$ cat src/rtl/lava_pkg.sv
// Shared Q16.15 constants, sampler state encoding and display defaults.
package lava_pkg;

    localparam int          Q_FRAC   = 15;
    localparam logic [31:0] Q_ONE    = 32'h0000_8000;
    localparam logic [31:0] Q_MAX    = 32'h7fff_ffff;

    localparam int          DEF_COLS = 32;
    localparam int          DEF_ROWS = 64;

    typedef enum logic [2:0] {
        IDLE,
        STROBE,
        WAIT,
        SUM,
        WRITE,
        MOVE
    } sampler_state_t;

    // Unsigned add that clamps at Q_MAX; a is assumed already <= Q_MAX.
    function automatic logic [31:0] q_sat_add(input logic [31:0] a, input logic [31:0] b);
        logic [32:0] s;
        s = {1'b0, a} + {1'b0, b};
        return (s > {1'b0, Q_MAX}) ? Q_MAX : s[31:0];
    endfunction

endpackage

$ cat src/rtl/field_sampler_sat_accum.sv
// Combinational N-input saturating unsigned adder for Q16.15 weights.
module sat_accum
    import lava_pkg::*;
#(
    parameter int N = 3
) (
    input  logic [N-1:0][31:0] in_vals,
    output logic [31:0]        sum
);

    logic [31:0] acc;

    // Saturating each step gives min(total, Q_MAX) since every term is non-negative.
    always_comb begin
        acc = '0;
        for (int i = 0; i < N; i++) begin
            acc = q_sat_add(acc, in_vals[i]);
        end
    end

    assign sum = acc;

endmodule

$ cat src/rtl/field_sampler.sv
// Scans a COLS x ROWS display, gathers one weight per metaball and writes a lit bit per pixel.
// Optional macro SAMPLER_TIMEOUT_EN adds a WAIT timeout and a sticky err output.
module field_sampler
    import lava_pkg::*;
#(
    parameter int          N_BALLS = 3,
    parameter int          COLS    = DEF_COLS,
    parameter int          ROWS    = DEF_ROWS,
    parameter logic [31:0] THRESH  = Q_ONE,
    parameter int          TIMEOUT = 16,
    localparam int         AW      = $clog2(COLS * ROWS)
) (
    input  logic                    clk,
    input  logic                    rst,
    input  logic                    frame_start,
    output logic                    px_stb,
    output logic [31:0]             p_x,
    output logic [31:0]             p_y,
    input  logic [N_BALLS-1:0]      vld,
    input  logic [N_BALLS-1:0][31:0] out,
    output logic                    fb_we,
    output logic [AW-1:0]           fb_addr,
    output logic                    fb_data,
    output logic                    mov_en,
`ifdef SAMPLER_TIMEOUT_EN
    output logic                    err,
`endif
    output logic                    busy
);

    sampler_state_t            state_reg;
    logic [N_BALLS-1:0]        mask_reg;
    logic [N_BALLS-1:0][31:0]  weight_reg;
    logic [31:0]               sum_reg;
    logic [N_BALLS-1:0][31:0]  gated;
    logic [31:0]               acc_sum;
    logic                      mask_full;

`ifdef SAMPLER_TIMEOUT_EN
    localparam int TO_W = $clog2(TIMEOUT + 1);
    logic [TO_W-1:0]           wait_cnt_reg;
`endif

    // Contributors that never reported (timeout) contribute zero.
    always_comb begin
        gated = '0;
        for (int i = 0; i < N_BALLS; i++) begin
            gated[i] = mask_reg[i] ? weight_reg[i] : 32'd0;
        end
    end

    sat_accum #(.N(N_BALLS)) u_accum (
        .in_vals (gated),
        .sum     (acc_sum)
    );

    assign mask_full = &(mask_reg | vld);
    assign fb_data   = fb_we & (sum_reg >= THRESH);

    always_ff @(posedge clk or posedge rst) begin
        if (rst) begin
            state_reg  <= IDLE;
            p_x        <= '0;
            p_y        <= '0;
            mask_reg   <= '0;
            weight_reg <= '0;
            sum_reg    <= '0;
            px_stb     <= 1'b0;
            fb_we      <= 1'b0;
            fb_addr    <= '0;
            mov_en     <= 1'b0;
            busy       <= 1'b0;
`ifdef SAMPLER_TIMEOUT_EN
            wait_cnt_reg <= '0;
            err          <= 1'b0;
`endif
        end else begin
            px_stb <= 1'b0;
            fb_we  <= 1'b0;
            mov_en <= 1'b0;

            // First vld per contributor wins; repeats within the pixel are ignored.
            if (state_reg == STROBE || state_reg == WAIT) begin
                mask_reg <= mask_reg | vld;
                for (int i = 0; i < N_BALLS; i++) begin
                    if (vld[i] && !mask_reg[i]) begin
                        weight_reg[i] <= out[i];
                    end
                end
            end

            case (state_reg)
                IDLE: begin
                    if (frame_start) begin
                        p_x       <= '0;
                        p_y       <= '0;
                        mask_reg  <= '0;
                        busy      <= 1'b1;
                        px_stb    <= 1'b1;
                        state_reg <= STROBE;
`ifdef SAMPLER_TIMEOUT_EN
                        err       <= 1'b0;
`endif
                    end
                end
                STROBE: begin
                    state_reg <= WAIT;
`ifdef SAMPLER_TIMEOUT_EN
                    wait_cnt_reg <= '0;
`endif
                end
                WAIT: begin
                    if (mask_full) begin
                        state_reg <= SUM;
`ifdef SAMPLER_TIMEOUT_EN
                    end else if (wait_cnt_reg == TO_W'(TIMEOUT - 1)) begin
                        state_reg <= SUM;
                        err       <= 1'b1;
                    end else begin
                        wait_cnt_reg <= wait_cnt_reg + 1'b1;
`endif
                    end
                end
                SUM: begin
                    sum_reg   <= acc_sum;
                    fb_addr   <= AW'(p_y * COLS + p_x);
                    fb_we     <= 1'b1;
                    state_reg <= WRITE;
                end
                WRITE: begin
                    mask_reg <= '0;
                    if (p_x == 32'(COLS - 1)) begin
                        p_x <= '0;
                        if (p_y == 32'(ROWS - 1)) begin
                            mov_en    <= 1'b1;
                            state_reg <= MOVE;
                        end else begin
                            p_y       <= p_y + 32'd1;
                            px_stb    <= 1'b1;
                            state_reg <= STROBE;
                        end
                    end else begin
                        p_x       <= p_x + 32'd1;
                        px_stb    <= 1'b1;
                        state_reg <= STROBE;
                    end
                end
                MOVE: begin
                    busy      <= 1'b0;
                    state_reg <= IDLE;
                end
                default: state_reg <= IDLE;
            endcase
        end
    end

endmodule
$ cat config.mk
export PLATFORM = sky130hd
export DESIGN_NAME = field_sampler
export DESIGN_NICKNAME = d
export VERILOG_FILES = /design/src/rtl/lava_pkg.sv /design/src/rtl/field_sampler_sat_accum.sv /design/src/rtl/field_sampler.sv
export SDC_FILE = /design/constraint.sdc
export NUM_CORES = 1
export LEC_CHECK = 0
export ABC_CLOCK_PERIOD_IN_PS = 7700
export CAP_MARGIN = 40
export CORE_MARGIN = 2
export CORE_UTILIZATION = 50
export CTS_CLUSTER_DIAMETER = 200
export DETAILED_ROUTE_END_ITERATION = 8
export GPL_ROUTABILITY_DRIVEN = 0
export GPL_TIMING_DRIVEN = 1
export PLACE_DENSITY = 0.79
export SLEW_MARGIN = 40
export SYNTH_ARGS = -nofsm -noshare
export SYNTH_HDL_FRONTEND = slang
export SYNTH_SLANG_ARGS = --single-unit
$ cat constraint.sdc
create_clock -name clk -period 7.7 [get_ports clk]
set_input_delay 1.54 -clock clk [delete_from_list [all_inputs] [get_ports clk]]
set_output_delay 1.54 -clock clk [all_outputs]
set_load 0.01 [all_outputs]
==> results.json <==
{
  "grt_pass1_vias": 10800,
  "wl_per_cell_um": 17.81,
  "yosysTopAreaCell": "dfrtp_1",
  "synthTopCellsByArea": "dfrtp_1, mux2_2, ha_1",
  "whs_ns": 0.4833,
  "r2r_cells": 20,
  "initial_core_util": 0.5065,
  "max_slew_margin": 0.4817,
  "grtUsageTotal": 0.2486,
  "worst_slack_ns": 1.584,
  "die-area_um2": 26730,
  "overflow": 0,
  "setup_tns_ns": 0,
  "synth_edf_count": 0,
  "worstPathArrival_ns": 6.48,
  "min_path_type": "flop to flop",
  "vdd_ir_drop_max_mv": 0.2391,
  "clock_skew_ns": 0.01676,
  "yosysWarnings": 0,
  "cts_sinks": 198,
  "required_ns": 8.07,
  "grt_antenna_before_repair": 2,
  "synth_top_cell_area_share": 0.3896,
  "reg2reg_from": "weight_reg[31]",
  "layout.cells.non_filler": 1846,
  "grt_pass1_wl_um": 53590,
  "fin_nets": 1689,
  "r2r_end": "sum_reg[30]",
  "clock_path_buffers": 2,
  "worstSetupStartpointType": "flop",
  "drv_cap": 0,
  "rows": 58,
  "holdPathStages": 2,
  "crit_fanout": 32,
  "largest_reg_flops": 96,
  "hold_end": "fb_addr[2]",
  "synth.distinct_cells": 71,
  "ant_nets": 0,
  "drc": 0,
  "r2r_slack_ns": 1.58,
  "ys_ff_latch": 198,
  "worst_pin_slew_ns": 0.7766,
  "num_antenna_cells": 0,
  "synth-async-reset-ratio": 1.000,
  "power_density_nw_per_um2": 451.8,
  "core_um2": 25110,
  "period_share": 0.7943,
  "ctsResizeCount": 0,
  "slew_violations": 0,
  "numPortBuffers": 181,
  "dp_slack_ns": 1.715,
  "status": "finished clean",
  "syn2layout_area_growth_pct": 21.18,
  "rsz0062_at_grt": "no",
  "dp.cells": 1814,
  "synth.avg_cell_area_um2": 9.406,
  "worstSetupPathType": "flop to flop",
  "critPathCaptureType": "flop",
  "cts_tree": "done",
  "synthCells": 1352,
  "leakage_uw": 0.006672,
  "die_y_um": 163.5,
  "cts-root-buf": "clkbuf_16",
  "firstDrtPassIters": 5,
  "clkLatencyLatePin_ns": 0.45,
  "htreeDepth": 4,
  "crit_start": "weight_reg[31]",
  "fmax_ghz": 0.1635,
  "grt_start_max_net_pins": 134,
  "drt_iter0_drc": 805,
  "hold_viol": 0,
  "ys_seq_area_frac": 0.3896,
  "die_w_um": 163.5,
  "post_cts_buffers": 0,
  "postCtsHoldBufs": 0,
  "holdCritStartpoint": "fb_addr[2]",
  "synth-main-ff-cell": "dfrtp_1",
  "synthesis.area_um2": 12720,
  "boundaryPins": 182,
  "cts_buffers": 17,
  "fin_crit_ns": 6.116,
  "viasPerCell": 5.858,
  "clkTransAtPathRegs_ns": 0.08,
  "drive_gt1_frac": 0.1168,
  "setup_viol": 0,
  "vias": 10810,
  "dpl.hpwl_um": 23590,
  "finalWirelength_um": 32880
}
==> where the power goes <==
group / leakage, µW / switching (µW) / total [µW] / internal, µW
registers: 0.00247 / 274 / 1650 / 1380
clock network: 0.000308 / 464 / 953 / 489
logic: 0.00389 / 2460 / 4360 / 1900
total: 0.00667 / 3200 / 6960 / 3760
==> cell usage in the layout, fill, tap and decap left out, types with 18 or more instances in the layout <==
master,instances
nand2_1,122
mux2_2,97
a21o_1,32
nor4_1,20
clkdlybuf4s50_1,181
and2_1,73
o21a_1,34
xnor2_1,30
o21ai_0,93
ha_1,81
nand4_1,24
nor2_1,84
nand3_1,31
xor2_1,46
inv_1,30
and3_1,18
dfrtp_1,196
a21oi_1,105
==> cell usage after synthesis, types with 4 or more instances <==
| cell | n |
|---|---|
| dfrtp_1 | 198 |
| nand2_1 | 122 |
| a21oi_1 | 105 |
| mux2_2 | 97 |
| o21ai_0 | 93 |
| nor2_1 | 87 |
| ha_1 | 81 |
| and2_1 | 73 |
| clkbuf_1 | 48 |
| xor2_1 | 46 |
| o21a_1 | 34 |
| a21o_1 | 32 |
| nand3_1 | 32 |
| inv_1 | 31 |
| xnor2_1 | 30 |
| nand4_1 | 24 |
| nor4_1 | 20 |
| and3_1 | 18 |
| a31oi_1 | 17 |
| or3_1 | 17 |
| nor3_1 | 14 |
| a211oi_1 | 12 |
| nand2_2 | 9 |
| o211ai_1 | 8 |
| o21bai_1 | 8 |
| nand2b_1 | 6 |
| and4_1 | 5 |
| buf_2 | 5 |
| o31a_1 | 4 |
| or2_2 | 4 |
==> worst max-delay path, stage by stage, from the launching register on <==
cell and delay [ns]:
dfrtp_2 0.61, o21a_1 0.27, ha_1 0.22, fa_1 0.44, a211oi_1 0.29, o211ai_1 0.15
a221oi_2 0.41, a211oi_1 0.19, o21a_1 0.30, a31oi_1 0.24, mux2_4 0.41, or2b_1 0.27
ha_1 0.20, fa_1 0.36, a21oi_1 0.15, o211ai_1 0.12, a32oi_1 0.35, a31oi_1 0.20
a311oi_1 0.50, o21ai_0 0.15, a31oi_1 0.18
==> worst max-delay path by stage <==
| stage | endpoint | depth (start not counted) |
|---|---|---|
| floorplan | busy | 1 |
| global placement | sum_reg[26] | 20 |
| detailed placement | sum_reg[30] | 20 |
| CTS | sum_reg[30] | 20 |
| global route | sum_reg[15] | 20 |
| finish | sum_reg[30] | 20 |
==> logic make-up (layout without fill, tap and decap cells) <==
group                    after synthesis  in the layout  share of synthesized area
adder cells (fa/ha/maj)               84             84                    0.08442
XOR/XNOR                              76             76                    0.05234
AO/OA/AOI/OAI                        350            350                     0.1703
AND/OR/NAND/NOR                      452            452                     0.1829
other                                  1              2                  0.0002949
multiplexers                         101            101                    0.08943
buffers and inverters                 90            253                    0.03070
flip-flops                           198            198                     0.3896
==> through the flow <==
| stage | util | cell area (µm²) | total power (µW) |
|---|---|---|---|
| after floorplan | - | 12720 | 4936 |
| after global placement | 0.5878 | 14760 | 5810 |
| after detailed placement | 0.5884 | 14770 | 5921 |
| after CTS | 0.6134 | 15400 | 6922 |
| after global routing | 0.6138 | 15410 | 7506 |
| final | 0.6138 | 15410 | 6963 |
==> layer usage <==
metal / share of wire / routed length, µm / vias up / global-route usage
li1: - / - / 5145 / -
met1: 0.42 / 13870 / 5241 / 0.3185
met2: 0.48 / 15660 / 358 / 0.4104
met3: 0.075 / 2476 / 65 / 0.06374
met4: 0.026 / 847 / 4 / 0.08373
met5: 0.00082 / 27 / - / 0
==> cell type report <==
cell class / instances / area [µm²]
fill: 2124 / 9698
multi-input combinational: 1065 / 7401
sequential: 198 / 4957
timing repair buffer: 190 / 1883
clock buffer: 19 / 452.9
tap: 330 / 412.9
clock inverter: 13 / 175.2
inverter: 31 / 128.9
No activity file was read; power rests on OpenSTA's default activity.
